**config.mk**
```make
export PLATFORM = sky130hd
export DESIGN_NAME = ac_zone_scheduler
export DESIGN_NICKNAME = d
export VERILOG_FILES = /design/src/rtl/ac_zone_scheduler.sv
export SDC_FILE = /design/constraint.sdc
export NUM_CORES = 1
export LEC_CHECK = 0
export ABC_AREA = 1
export BUFFER_PORTS_ARGS = -buffer_cell sky130_fd_sc_hd__buf_2
export CAP_MARGIN = 10
export CORE_MARGIN = 4
export CORE_UTILIZATION = 45
export CTS_BUF_LIST = sky130_fd_sc_hd__clkbuf_8
export DETAILED_ROUTE_END_ITERATION = 6
export PLACE_DENSITY = 0.73
export REMOVE_ABC_BUFFERS = 1
export SYNTH_ARGS = -nofsm -noshare
export SYNTH_HDL_FRONTEND = slang
export SYNTH_SLANG_ARGS = --single-unit
```
**constraint.sdc**
```tcl
create_clock -name clk -period 2.8 [get_ports clk]
set_input_delay 0.28 -clock clk [delete_from_list [all_inputs] [get_ports clk]]
set_output_delay 0.28 -clock clk [all_outputs]
set_load 0.01 [all_outputs]
```
**src/rtl/ac_zone_scheduler.sv**
```systemverilog
// Round-robin arbiter sharing one heating/cooling plant between NZONE zones,
// with minimum/maximum run time and a plant-off dead time between grants.
module ac_zone_scheduler #(
    parameter int unsigned NZONE   = 4,
    parameter int unsigned MIN_RUN = 8,
    parameter int unsigned MAX_RUN = 32,
    parameter int unsigned DEAD    = 4
) (
    input  logic             clk,
    input  logic             rst,
    input  logic [NZONE-1:0] heat_req,
    input  logic [NZONE-1:0] cool_req,
    output logic [NZONE-1:0] zone_grant,
    output logic             plant_heat,
    output logic             plant_cool,
    output logic             busy
);
    localparam int unsigned LW   = $clog2(NZONE);
    localparam int unsigned SW   = LW + 1;
    localparam int unsigned CMAX = (MAX_RUN > DEAD) ? MAX_RUN : DEAD;
    localparam int unsigned CW   = $clog2(CMAX + 1);

    localparam logic [CW-1:0] MIN_C  = CW'(MIN_RUN);
    localparam logic [CW-1:0] MAX_C  = CW'(MAX_RUN);
    localparam logic [CW-1:0] DEAD_C = CW'(DEAD);
    localparam logic [CW-1:0] ONE_C  = CW'(1);
    localparam logic [LW-1:0] LAST_Z = LW'(NZONE - 1);

    typedef enum logic [1:0] {
        S_IDLE = 2'd0,
        S_RUN  = 2'd1,
        S_DEAD = 2'd2
    } state_t;

    state_t          state_q, state_d;
    logic [CW-1:0]   cnt_q, cnt_d;
    logic [LW-1:0]   last_q, last_d;
    logic            mode_heat_q, mode_heat_d;
    logic [NZONE-1:0] grant_d;
    logic            heat_d, cool_d, busy_d;

    logic [NZONE-1:0] active;
    logic [NZONE-1:0] own_mask;
    logic [LW-1:0]   sel;
    logic            found;
    logic [SW-1:0]   cand;
    logic            own_req;
    logic            others;
    logic            release_run;

    assign active = heat_req | cool_req;

    // First active zone searching upward from last+1, wrapping modulo NZONE.
    always_comb begin
        sel   = last_q;
        found = 1'b0;
        cand  = '0;
        for (int i = 1; i <= int'(NZONE); i++) begin
            cand = SW'(last_q) + SW'(i);
            if (cand >= SW'(NZONE)) begin
                cand = cand - SW'(NZONE);
            end
            if (!found && active[cand[LW-1:0]]) begin
                found = 1'b1;
                sel   = cand[LW-1:0];
            end
        end
    end

    // Release decision for the zone currently holding the plant.
    always_comb begin
        own_mask         = '0;
        own_mask[last_q] = 1'b1;
        own_req          = mode_heat_q ? heat_req[last_q] : cool_req[last_q];
        others           = |(active & ~own_mask);
        release_run      = ((cnt_q >= MIN_C) && !own_req) ||
                           ((cnt_q >= MAX_C) && others);
    end

    // Next-state and next-output logic.
    always_comb begin
        state_d     = state_q;
        cnt_d       = cnt_q;
        last_d      = last_q;
        mode_heat_d = mode_heat_q;
        grant_d     = '0;
        heat_d      = 1'b0;
        cool_d      = 1'b0;
        busy_d      = 1'b0;

        unique case (state_q)
            S_IDLE: begin
                if (found) begin
                    state_d     = S_RUN;
                    last_d      = sel;
                    mode_heat_d = heat_req[sel];
                    cnt_d       = ONE_C;
                end
            end
            S_RUN: begin
                if (release_run) begin
                    state_d = S_DEAD;
                    cnt_d   = ONE_C;
                end else if (cnt_q < MAX_C) begin
                    cnt_d = cnt_q + ONE_C;
                end
            end
            S_DEAD: begin
                if (cnt_q >= DEAD_C) begin
                    state_d = S_IDLE;
                    cnt_d   = '0;
                end else begin
                    cnt_d = cnt_q + ONE_C;
                end
            end
            default: begin
                state_d = S_IDLE;
                cnt_d   = '0;
            end
        endcase

        if (state_d == S_RUN) begin
            grant_d[last_d] = 1'b1;
            heat_d          = mode_heat_d;
            cool_d          = !mode_heat_d;
        end
        busy_d = (state_d != S_IDLE);
    end

    always_ff @(posedge clk) begin
        if (rst) begin
            state_q     <= S_IDLE;
            cnt_q       <= '0;
            last_q      <= LAST_Z;
            mode_heat_q <= 1'b0;
            zone_grant  <= '0;
            plant_heat  <= 1'b0;
            plant_cool  <= 1'b0;
            busy        <= 1'b0;
        end else begin
            state_q     <= state_d;
            cnt_q       <= cnt_d;
            last_q      <= last_d;
            mode_heat_q <= mode_heat_d;
            zone_grant  <= grant_d;
            plant_heat  <= heat_d;
            plant_cool  <= cool_d;
            busy        <= busy_d;
        end
    end
endmodule

```
# == Word level (Yosys, flattened, before mapping) ==
# Index checks and enable logic that the tools add are counted.
# word_totals
register_bits,18
latchBits,0
ram_bits,0
rom_bits,0
inputBits,10
word_cells,105
memories,0
# classes
addsub,9
multipliers,0
div_mod_pow,0
n_lt_le_gt_ge,17
eq_ne,5
shifts,0
muxes,44
bitwise_logic,4
n_reduce_logical,18
# op_table
cell,count
2-bit 2-to-1 mux,13
6-bit 2-to-1 mux,4
"2-bit by 3-bit less-than comparator with 1-bit output, second input constant",7
6-bit one-hot mux with 3 select lines,1
1-bit 2-to-1 mux,16
1-bit binary-select mux with 2-bit select,7
"3-bit greater-or-equal comparator, second input constant",4
"2-bit by 1-bit subtractor with 2-bit output, second input constant",4
1-bit logical AND,7
"2-bit by 2-bit adder with 3-bit output, second input constant",2
"6-bit by 1-bit adder with 6-bit output, second input constant",1
"6-bit by 3-bit greater-or-equal comparator with 1-bit output, second input constant",1
"6-bit by 4-bit greater-or-equal comparator with 1-bit output, second input constant",1
"6-bit greater-or-equal comparator, second input constant",1
"6-bit less-than comparator, second input constant",1
2-bit one-hot mux with 3 select lines,1
1-bit logical NOT,5
4-bit bitwise AND,1
1-bit demux with 2-bit select,2
"2-bit by 1-bit equality test with 1-bit output, second input constant",2
"2-bit by 1-bit greater-or-equal comparator with 1-bit output, second input constant",2
4-bit inverter,1
4-bit bitwise OR,1
4-bit OR reduction,1
11 further kinds,11

# == Logic depth before layout (Yosys ltp) ==
# Gate-level depths: netlist of run 1.
# logic_depth
ltp_word,21
mapped_depth,15
depth_no_buf,14

# == Worst setup path after synthesis of run 1 ==
# No wires, ideal clock.
# synth_path
path_type,register to register
startpoint,register last_q[0]
endpoint,register busy
setup_ns,0.120
arrival_ns,1.893
slack_ns,0.787
stages_incl_launch_ff,15
n_path_buf,1
synth_period_minus_slack_ns,2.013
path_cell_list,dfxtp_1 inv_2 buf_6 ha_1 inv_1 nand2_1 nand2_4 nand2_2 nor3_2 inv_2 nand2_4 nand2_4 nand2_4 inv_2 or2_1
# synth_via
elab_chain_cells,18
word_cells_on_any_way,55
classes_between,add/sub: 8; order compare: 6; mux: 26; bitwise: 2; reduce/logical: 13
# synth_rtl
element,line_no,text
from (decl),37,"logic [LW-1:0] last_q, last_d;"
from (signal assigned),143,last_q <= last_d;
2-bit by 1-bit adder with 3-bit output,59,cand = SW'(last_q) + SW'(i);
3-bit greater-or-equal comparator or 2-bit by 1-bit subtractor with 2-bit output (tied branches),"60, 61",
2-bit 2-to-1 mux,60,if (cand >= SW'(NZONE)) begin
1-bit binary-select mux with 2-bit select,63,if (!found && active[cand[LW-1:0]]) begin
1-bit 2-to-1 mux (not written as such),63,
1-bit 2-to-1 mux,63,
1-bit logical NOT,63,
1-bit logical AND,63,
(+2 left out),-,
1-bit logical AND,63,
1-bit 2-to-1 mux,63,
1-bit logical NOT,63,
1-bit logical AND,63,
1-bit 2-to-1 mux,63,
2-bit 2-to-1 mux,93,if (found) begin
2-bit one-hot mux with 3 select lines (*),91,unique case (state_q)
2-bit nonzero test (*),127,busy_d = (state_d != S_IDLE);
to (signal assigned),148,busy <= busy_d;
to (decl),16,output logic busy
# Mark *: on every way between the ends. The rest lies on a longest branch, timed or not. The select of a mux whose other input is x is not followed.
# A chain may end at the register's enable or synchronous reset.

# == Worst setup path after layout of run 1 ==
# layout_path
startpoint,register last_q[1]
endpoint,register cnt_q[2]
# layout_via
elab_chain_cells,17
word_cells_on_any_way,56
classes_between,add/sub: 8; order compare: 6; eq/ne: 2; mux: 25; bitwise: 2; reduce/logical: 13
# layout_rtl
element,line_no,text
2-bit by 1-bit adder with 3-bit output,59,
3-bit greater-or-equal comparator or 2-bit by 1-bit subtractor with 2-bit output (tied branches),"60, 61",
2-bit 2-to-1 mux,60,
1-bit binary-select mux with 2-bit select,63,
1-bit 2-to-1 mux (not written as such),63,
1-bit 2-to-1 mux,63,
1-bit logical NOT,63,
1-bit logical AND,63,
1-bit 2-to-1 mux,63,
1-bit logical NOT,63,
1-bit logical AND,63,
1-bit 2-to-1 mux,63,
1-bit logical NOT,63,
1-bit logical AND,63,
1-bit 2-to-1 mux,63,
2-bit inequality test (no line),-,
2-bit AND reduction (no line),-,
to (signal assigned),142,cnt_q <= cnt_d;
to (decl),36,"logic [CW-1:0] cnt_q, cnt_d;"
# Parallel ways exist; a longest one is shown, timed or not. The select of a mux whose other input is x is not followed.

==> results of run 1 <==
## power breakdown
group          switching (mW)  internal (mW)  total (mW)
Clock                  0.0928          0.125       0.218
Sequential             0.0225          0.291       0.314
Combinational           0.259          0.143       0.402
## cell families after synthesis
group / after synthesis / share of synthesized area, %
fa+ha+maj: 6 / 5.786
buf+inv: 21 / 6.943
compound gates: 27 / 12.25
flops: 18 / 27.77
xor+xnor: 1 / 0.6751
simple gates: 111 / 46.58
## per-layer routing
metal / share of wire [%] / wire, um
met5: 0 / 0
met4: 0.33 / 9
met1: 50 / 1390
met3: 5.8 / 160
met2: 43 / 1197
## registers in the layout, summed over array words and instances (netlist names)
register,cells
zone_grant,4
plant_heat,1
cnt_q,6
last_q,2
state_q,2
mode_heat_q,1
plant_cool,1
busy,1
## path summary, 6_finish.rpt
| path | startpoint | endpoint | slack [ns] | depth (start not counted) |
|---|---|---|---|---|
| setup / recovery | last_q[1] | cnt_q[2] | 0.57 | 12 |
| hold / removal | rst | cnt_q[4] | 0.23 | 2 |
| setup reg to reg | last_q[1] | cnt_q[2] | 0.57 | 12 |
| hold reg to reg | cnt_q[4] | cnt_q[4] | 0.50 | 2 |
## placed cells by master (no fill, tap or decap), types with 2 or more instances in the layout
| cell type | count |
|---|---|
| nand2_1 | 36 |
| nand3_1 | 26 |
| dfxtp_1 | 18 |
| buf_2 | 16 |
| inv_1 | 13 |
| nor2_1 | 13 |
| nand2_2 | 12 |
| nand2_4 | 9 |
| a21oi_1 | 9 |
| inv_2 | 6 |
| o21ai_1 | 6 |
| ha_1 | 6 |
| nor2_2 | 4 |
| clkbuf_8 | 4 |
| nand4_1 | 3 |
| o21ai_0 | 3 |
| a31oi_1 | 3 |
| nor2_4 | 2 |
| o22ai_1 | 2 |
## layout make-up
| cell class | count | area, um2 | area share (%) |
|---|---|---|---|
| Timing Repair Buffer | 17 | 87.58 | 5.998 |
| Multi-Input combinational cell | 145 | 847.1 | 58.01 |
| Sequential cell | 18 | 360.3 | 24.68 |
| Clock buffer | 4 | 55.05 | 3.770 |
| Inverter | 19 | 71.32 | 4.884 |
| Tap cell | 31 | 38.79 | 2.656 |
## stage by stage
| step | util [%] | total power [mW] | setup slack (ns) | cell area (um2) |
|---|---|---|---|---|
| 2_1_floorplan | - | 0.6263 | 0.5406 | 1279 |
| 6_report | 52.95 | 0.9332 | 0.5728 | 1460 |
| 4_1_cts | 52.95 | 0.9358 | 0.5829 | 1460 |
| 3_3_place_gp | 50.95 | 0.7154 | 0.6546 | 1405 |
| 5_1_grt | 52.95 | 1.006 | 0.3466 | 1460 |
| 3_5_place_dp | 50.95 | 0.7188 | 0.5990 | 1405 |
==> flow_summary.yaml, run 1 <==
sta:
  setup_viol: 0
  period_share_pct: 79.54
  clock_skew_ns: 0.01046
  slew_headroom_pct: 69.98
  slew_viol_final: 0
  grt_setup_unrepaired: "no"
  tightest_slew_ns: 0.4486
  tns_ns: 0
  max_freq_mhz: 449.0
  hold_ws_ns: 0.2313
  hold_violations: 0
  fin_crit_ns: 2.227
setup_path:
  cp_top_family: "simple AND/OR/NAND/NOR gates"
  critPathMaxStageDelay_ns: 0.52
  arrival_ns: 2.39
  endpoint_kind: "register"
  path_cells: "inv_2 -> ha_1 -> inv_1 -> nand2_1 -> nand2_4 -> nand2_2 -> nor3_2 -> nand2_1 -> nand2_2 -> inv_2 -> o21ai_1 -> nor2_1"
  path_max_fanout: 8
  cp.required_ns: 2.96
  critPathSlowestCell: "dfxtp_1"
  cp-start-kind: "register"
  crit_buf_inv: 3
  path_class: "reg -> reg"
yosys:
  ys_warn_count: 0
  yosys-top-cells-area: "dfxtp_1, nand2_1, nand3_1"
  synth_cells: 184
  ys_seq_area_share_pct: 27.77
  synth.cell_area_um2: 1297
  synth_cell_type_count: 30
  ys_ff_latch: 18
  postSynthAreaPerCell_um2: 7.052
  yosysMostFrequentCell: "nand2_1"
  synth.top_cell.area_share_pct: 27.77
  async_reset_ff_share_pct: 0
  synth_common_cells: "nand2_1, nand3_1, dfxtp_1"
  synth_edf_count: 0
  synth_area_leader_cell: "dfxtp_1"
  yosys_most_used_dff: "dfxtp_1"
global_route:
  grt_max_degree: 15
  grt_first_pass_wirelength_um: 4678
  busiest_layer: "met2"
  grt-ovfl-total: 0
  gr-usage-met3_pct: 4.545
  antenna_found_initial: 0
  use_met2_pct: 24.66
  grtUsageMet1_pct: 22.77
  grt_util_all_layers_pct: 16.35
  grt_pass1_vias: 1113
clock_tree:
  cts_buffer_depth: 2
  cts_tree: "built"
  cts_max_level: 1
  clk_latency_ns: 0.26
  cts_hold_buffers: 0
  path_clk_slew_ns: 0.08
  clkSinkCount: 18
  root_buffer: "clkbuf_8"
  cts_setup_buffers: 0
  post_cts_resized: 0
  cts_made_buffers: 3
final_layout:
  nets: 220
  n_antenna_cell: 0
  drive_gt1_share_pct: 29.56
  fill_cells: 266
  stdcell_count: 234
  area_growth_pct: 12.54
floorplan:
  core-area_um2: 2758
  rows: 19
  die_h_um: 61.70
  die_area_um2: 3806
  dieWidth_um: 61.70
  num_io_pins: 17
  initial_core_util_pct: 47.05
routing:
  routedWlPerCell_um: 11.78
  num_vias: 1219
  dr.pass1.iters: 4
  via_per_inst: 5.209
  drc: 0
  drtIter0Drc: 49
  ant_nets: 0
  wirelength_um: 2757
min_path:
  hp-class: "in -> reg"
power:
  power.density_nw_per_um2: 639.1
  ir_drop_mv: 0.5732
  p_leak_nw: 0.7037
placed_design:
  placed_cells: 230
  gp_congestion: 0.8534
  hpwl_um: 2139
  portBuffers: 16
run_status:
  status: "finished clean"
run:
  drv_cap: 0
Note: power is estimated with default switching activity, not from simulation.
==> run 2: changes to the inputs <==
==> constraint.sdc (replaced) <==
create_clock -name clk -period 2.3 [get_ports clk]
set_input_delay 0.23 -clock clk [delete_from_list [all_inputs] [get_ports clk]]
set_output_delay 0.23 -clock clk [all_outputs]
set_load 0.01 [all_outputs]
==> run 2 against run 1 <==
Net effect: critical path type unchanged; setup slack worse by 0.30 ns; fmax up 9.6%; highest routed layer unchanged; largest power group unchanged; largest cell class unchanged; via count shrank 0.90%.
==> flow_summary.yaml, run 2 (synthesis results as in run 1) <==
final_layout:
  largest_reg_flops: 6
  fin_util_pct: 53.49
  top_regs: "cnt_q (6), zone_grant (4)"
  drive_gt1_share_pct: 30.24
  nets: 222
  final_common_cell: "nand2_1"
  largest_register: "cnt_q"
  area_growth_pct: 13.69
  fill_cells: 278
  n_antenna_cell: 0
  final_area_um2: 1475
  layout_common_cells: "nand2_1, nand3_1, dfxtp_1"
global_route:
  antenna_found_initial: 0
  grt-ovfl-total: 0
  grt_util_all_layers_pct: 17.61
  grt_pass1_vias: 1119
  grt_first_pass_wirelength_um: 5057
  grt_max_degree: 15
placed_design:
  hpwl_um: 2245
  gp_congestion: 0.8592
  portBuffers: 16
  placed_cell_area_um2: 1420
floorplan:
  dieWidth_um: 61.70
  core-area_um2: 2758
  num_io_pins: 17
  die_area_um2: 3806
  die_h_um: 61.70
  rows: 19
  initial_core_util_pct: 47.05
sta:
  fin_crit_ns: 2.032
  grt_setup_unrepaired: "no"
  slew_headroom_pct: 66.55
  setup_viol: 0
  hold_violations: 0
  max_freq_mhz: 492.1
  slew_viol_final: 0
  clock_skew_ns: 0.006518
  tns_ns: 0
  tightest_slew_ns: 0.4965
  period_share_pct: 88.35
min_path:
  min_from: "rst"
  min_path_cells: 2
  hold_end: "cnt_q[4]"
  hp-class: "in -> reg"
routing:
  routedWlPerCell_um: 12.51
  num_vias: 1208
  ant_nets: 0
  wirelength_um: 2952
  via_per_inst: 5.119
  drtIter0Drc: 69
  drc: 0
  dr.pass1.iters: 4
setup_path:
  cp_top_family: "simple AND/OR/NAND/NOR gates"
  cp_common_cell: "nand2_4"
  r2r-end: "zone_grant[1]"
  path_max_fanout: 14
  cp-start-kind: "register"
  path_cells: "buf_4 -> ha_1 -> o22ai_1 -> o21ai_0 -> nand3_2 -> nand2_4 -> nand2_4 -> or2_4 -> nor2_2"
  endpoint_kind: "register"
  cp.required_ns: 2.49
  crit_buf_inv: 1
  path_class: "reg -> reg"
  critPathMaxStageDelay_ns: 0.43
  r2r_start: "last_q[0]"
  reg2reg_depth: 9
  arrival_ns: 2.22
  critPathSlowestCell: "o21ai_0"
  ff2ff_setup_slack_ns: 0.27
power:
  intPower_mw: 0.6919
  power.density_nw_per_um2: 778.5
  clkPwrFrac_pct: 22.8
  pwr-share-seq_pct: 32.5
  total_power_mw: 1.148
  p_sw_mw: 0.4565
  comb_power_share_pct: 44.7
  p_leak_nw: 0.7133
  ir_drop_mv: 0.7938
  switching_share_pct: 39.75
clock_tree:
  cts_max_level: 1
  root_buffer: "clkbuf_8"
  cts_buffer_depth: 2
  post_cts_resized: 0
  clk_latency_ns: 0.26
  path_clk_slew_ns: 0.07
  cts_tree: "built"
  cts_made_buffers: 3
  cts_setup_buffers: 0
  clkSinkCount: 18
  cts_hold_buffers: 0
run_status:
  status: "finished clean"
run:
  drv_cap: 0
## run 2: cell count changes in the layout (fill, tap and decap cells not counted), sizes merged
cell	delta
buf	+2
## run 2: metal layers
layer	global-route usage, %	routed length, um	vias to the layer above
met2	28.85	1399	23
li1	-	-	652
met4	2.424	20	0
met5	0	0	-
met3	4.959	137	2
met1	23.74	1394	531
## run 2: cell type report
type	count	area, um2	share of cell area (%)
repair buffers	19	102.6	6.955
well taps	31	38.79	2.629
flip-flops and latches	18	360.3	24.43
inverters	19	71.32	4.835
multi-input cells	145	847.1	57.42
clock buffers	4	55.05	3.732
## run 2: worst max-delay path by stage
stage | from | slack (ns) | depth (start not counted) | to
final | last_q[0] | 0.27 | 9 | zone_grant[1]
after global routing | last_q[1] | 0.10 | 12 | cnt_q[3]
after CTS | last_q[0] | 0.27 | 9 | zone_grant[1]
after detailed placement | last_q[1] | 0.34 | 13 | busy
after global placement | last_q[0] | 0.40 | 9 | zone_grant[1]
after floorplan | last_q[0] | 0.04 | 13 | busy
## run 2: power by group through the flow
| stage | sequential [mW] | combinational, mW | clock (mW) |
|---|---|---|---|
| floorplan | 0.410 | 0.352 | 0 |
| global placement | 0.379 | 0.505 | 0 |
| detailed placement | 0.381 | 0.509 | 0 |
| CTS | 0.374 | 0.515 | 0.268 |
| global route | 0.379 | 0.582 | 0.279 |
| finish | 0.373 | 0.513 | 0.262 |
## run 2: worst reg2reg max path: stages (launching register included)
cell and delay [ns]:
dfxtp_1 0.34, buf_4 0.22, ha_1 0.18, o22ai_1 0.09, o21ai_0 0.43, nand3_2 0.21, nand2_4 0.12, nand2_4 0.06
or2_4 0.25, nor2_2 0.08
## run 2: per-stage QoR
stage,cells,hold WS (ns),worst slack [ns]
after CTS,236,0.1799,0.2739
after floorplan,182,0.2991,0.04058
after global routing,236,0.1845,0.1049
after global placement,232,0.4446,0.3965
final,236,0.1734,0.2679
after detailed placement,232,0.4494,0.3372
==> run 3: changes to the inputs <==
--- a/config.mk
+++ b/config.mk
@@ -8,6 +8,7 @@
 export ABC_AREA = 1
 export BUFFER_PORTS_ARGS = -buffer_cell sky130_fd_sc_hd__buf_2
 export CAP_MARGIN = 10
+export CORE_ASPECT_RATIO = 1.75
 export CORE_MARGIN = 4
 export CORE_UTILIZATION = 45
 export CTS_BUF_LIST = sky130_fd_sc_hd__clkbuf_8
==> run 3 against run 2 <==
Net effect: via count grew 4.2%; combinational power is essentially flat; design area grew 0.17%; critical path depth grew 4; wire length shrank 0.88%; global-route usage shrank 1.0 points; first-iteration DRC count shrank 77%; core utilization grew 0.81 points; sequential power is essentially flat; sequential share of layout area is essentially flat; total power grew 0.33%; largest cell class unchanged; highest routed layer unchanged.
==> flow_summary.yaml, run 3 (synthesis results as in run 1) <==
run_status:
  status: "finished clean"
placed_design:
  place_ws_ns: 0.3678
  portBuffers: 16
  gp_congestion: 0.8421
  placed_cells: 229
  hpwl_um: 2414
final_layout:
  area_growth_pct: 13.89
  layout_common_cells: "nand2_1, nand3_1, dfxtp_1"
  stdcell_count: 233
  top_regs: "cnt_q (6), zone_grant (4)"
  multi_input_area_um2: 847.1
  final_common_cell: "nand2_1"
  n_antenna_cell: 0
  fill_cells: 289
  largest_reg_flops: 6
  drive_gt1_share_pct: 30.58
  largest_register: "cnt_q"
  seqCellArea_um2: 360.3
  nets: 223
global_route:
  grt_first_pass_wirelength_um: 5168
  antenna_found_initial: 0
  grt-ovfl-total: 0
  grt_pass1_vias: 1229
  grt_max_degree: 15
  grt_util_all_layers_pct: 16.58
clock_tree:
  cts_max_level: 1
  root_buffer: "clkbuf_8"
  cts_setup_buffers: 0
  clk_latency_ns: 0.26
  cts_tree: "built"
  clkSinkCount: 18
  cts_buffer_depth: 2
  cts_hold_buffers: 0
  cts_made_buffers: 3
  path_clk_slew_ns: 0.07
  post_cts_resized: 0
setup_path:
  cp.required_ns: 2.45
  cp_top_family: "simple AND/OR/NAND/NOR gates"
  endpoint_kind: "register"
  cp_common_cell: "nand2_4"
  path_cells: "inv_2 -> ha_1 -> inv_1 -> nand2_1 -> nand2_4 -> nand2_2 -> nor3_2 -> inv_2 -> nand2_4 -> nand2_4 -> nand2_4 -> inv_2 -> or2_1"
  path_class: "reg -> reg"
  arrival_ns: 2.06
  cp-start-kind: "register"
  path_max_fanout: 7
  critPathMaxStageDelay_ns: 0.36
  crit_buf_inv: 4
  critPathSlowestCell: "ha_1"
sta:
  hold_violations: 0
  slew_viol_final: 0
  period_share_pct: 83.43
  max_freq_mhz: 521.1
  hold_ws_ns: 0.1852
  grt_setup_unrepaired: "no"
  setup_viol: 0
  tightest_slew_ns: 0.4301
  fin_crit_ns: 1.919
  tns_ns: 0
  slew_headroom_pct: 71.22
  clock_skew_ns: 0.003705
  worst_slack_ns: 0.3811
routing:
  wirelength_um: 2926
  num_vias: 1259
  ant_nets: 0
  drtIter0Drc: 16
  drc: 0
  routedWlPerCell_um: 12.56
  dr.pass1.iters: 4
  via_per_inst: 5.403
floorplan:
  rows: 25
  dieWidth_um: 48.59
  die_h_um: 79.04
  core-area_um2: 2721
  num_io_pins: 17
  die_area_um2: 3840
  initial_core_util_pct: 47.68
power:
  pwr-share-seq_pct: 32.5
  total_power_mw: 1.152
  power.density_nw_per_um2: 779.7
  switching_share_pct: 39.49
  comb_power_share_pct: 44.8
  p_leak_nw: 0.7184
  ir_drop_mv: 0.3888
  clkPwrFrac_pct: 22.7
  intPower_mw: 0.6972
  p_sw_mw: 0.4550
min_path:
  hp-class: "in -> reg"
run:
  drv_cap: 0
==> run 3: path summary, 6_finish.rpt <==
kind	cells past startpoint	slack (ns)	start	end
max	13	0.38	last_q[0]	busy
min	2	0.19	rst	mode_heat_q
max reg2reg	13	0.38	last_q[0]	busy
min reg2reg	2	0.48	cnt_q[4]	cnt_q[4]
==> run 3: layout make-up <==
type,count,share of cell area [%]
well taps,27,2.286
flip-flops and latches,18,24.39
inverters,19,4.826
repair buffers,20,7.451
multi-input cells,145,57.32
clock buffers,4,3.726
==> run 3: routing by layer <==
layer	routed length, um	GRT usage, %	vias to the layer above
li1	-	-	652
met1	1090	16.53	564
met2	1618	32.33	36
met3	121	1.689	7
met4	95	8.625	0
met5	0	0	-
==> run 3: metrics by stage <==
step	utilization (%)	area, um2
2_1_floorplan	-	1279
3_3_place_gp	52.28	1423
3_5_place_dp	52.28	1423
4_1_cts	54.30	1478
5_1_grt	54.30	1478
6_report	54.30	1478
==> run 3: power groups by stage <==
stage               clock network [mW]  logic, mW  registers (mW)
finish                           0.262      0.516           0.374
global route                     0.277      0.584           0.381
CTS                              0.264      0.521           0.374
detailed placement                   0      0.521           0.381
global placement                     0      0.515           0.380
floorplan                            0      0.352           0.410
==> run 3: worst register-to-register path: stages, from the launching register on <==
cell and delay (ns):
dfxtp_1 0.35, inv_2 0.04, ha_1 0.36, inv_1 0.10, nand2_1 0.10, nand2_4 0.12, nand2_2 0.05, nor3_2 0.17
inv_2 0.07, nand2_4 0.09, nand2_4 0.05, nand2_4 0.07, inv_2 0.04, or2_1 0.20
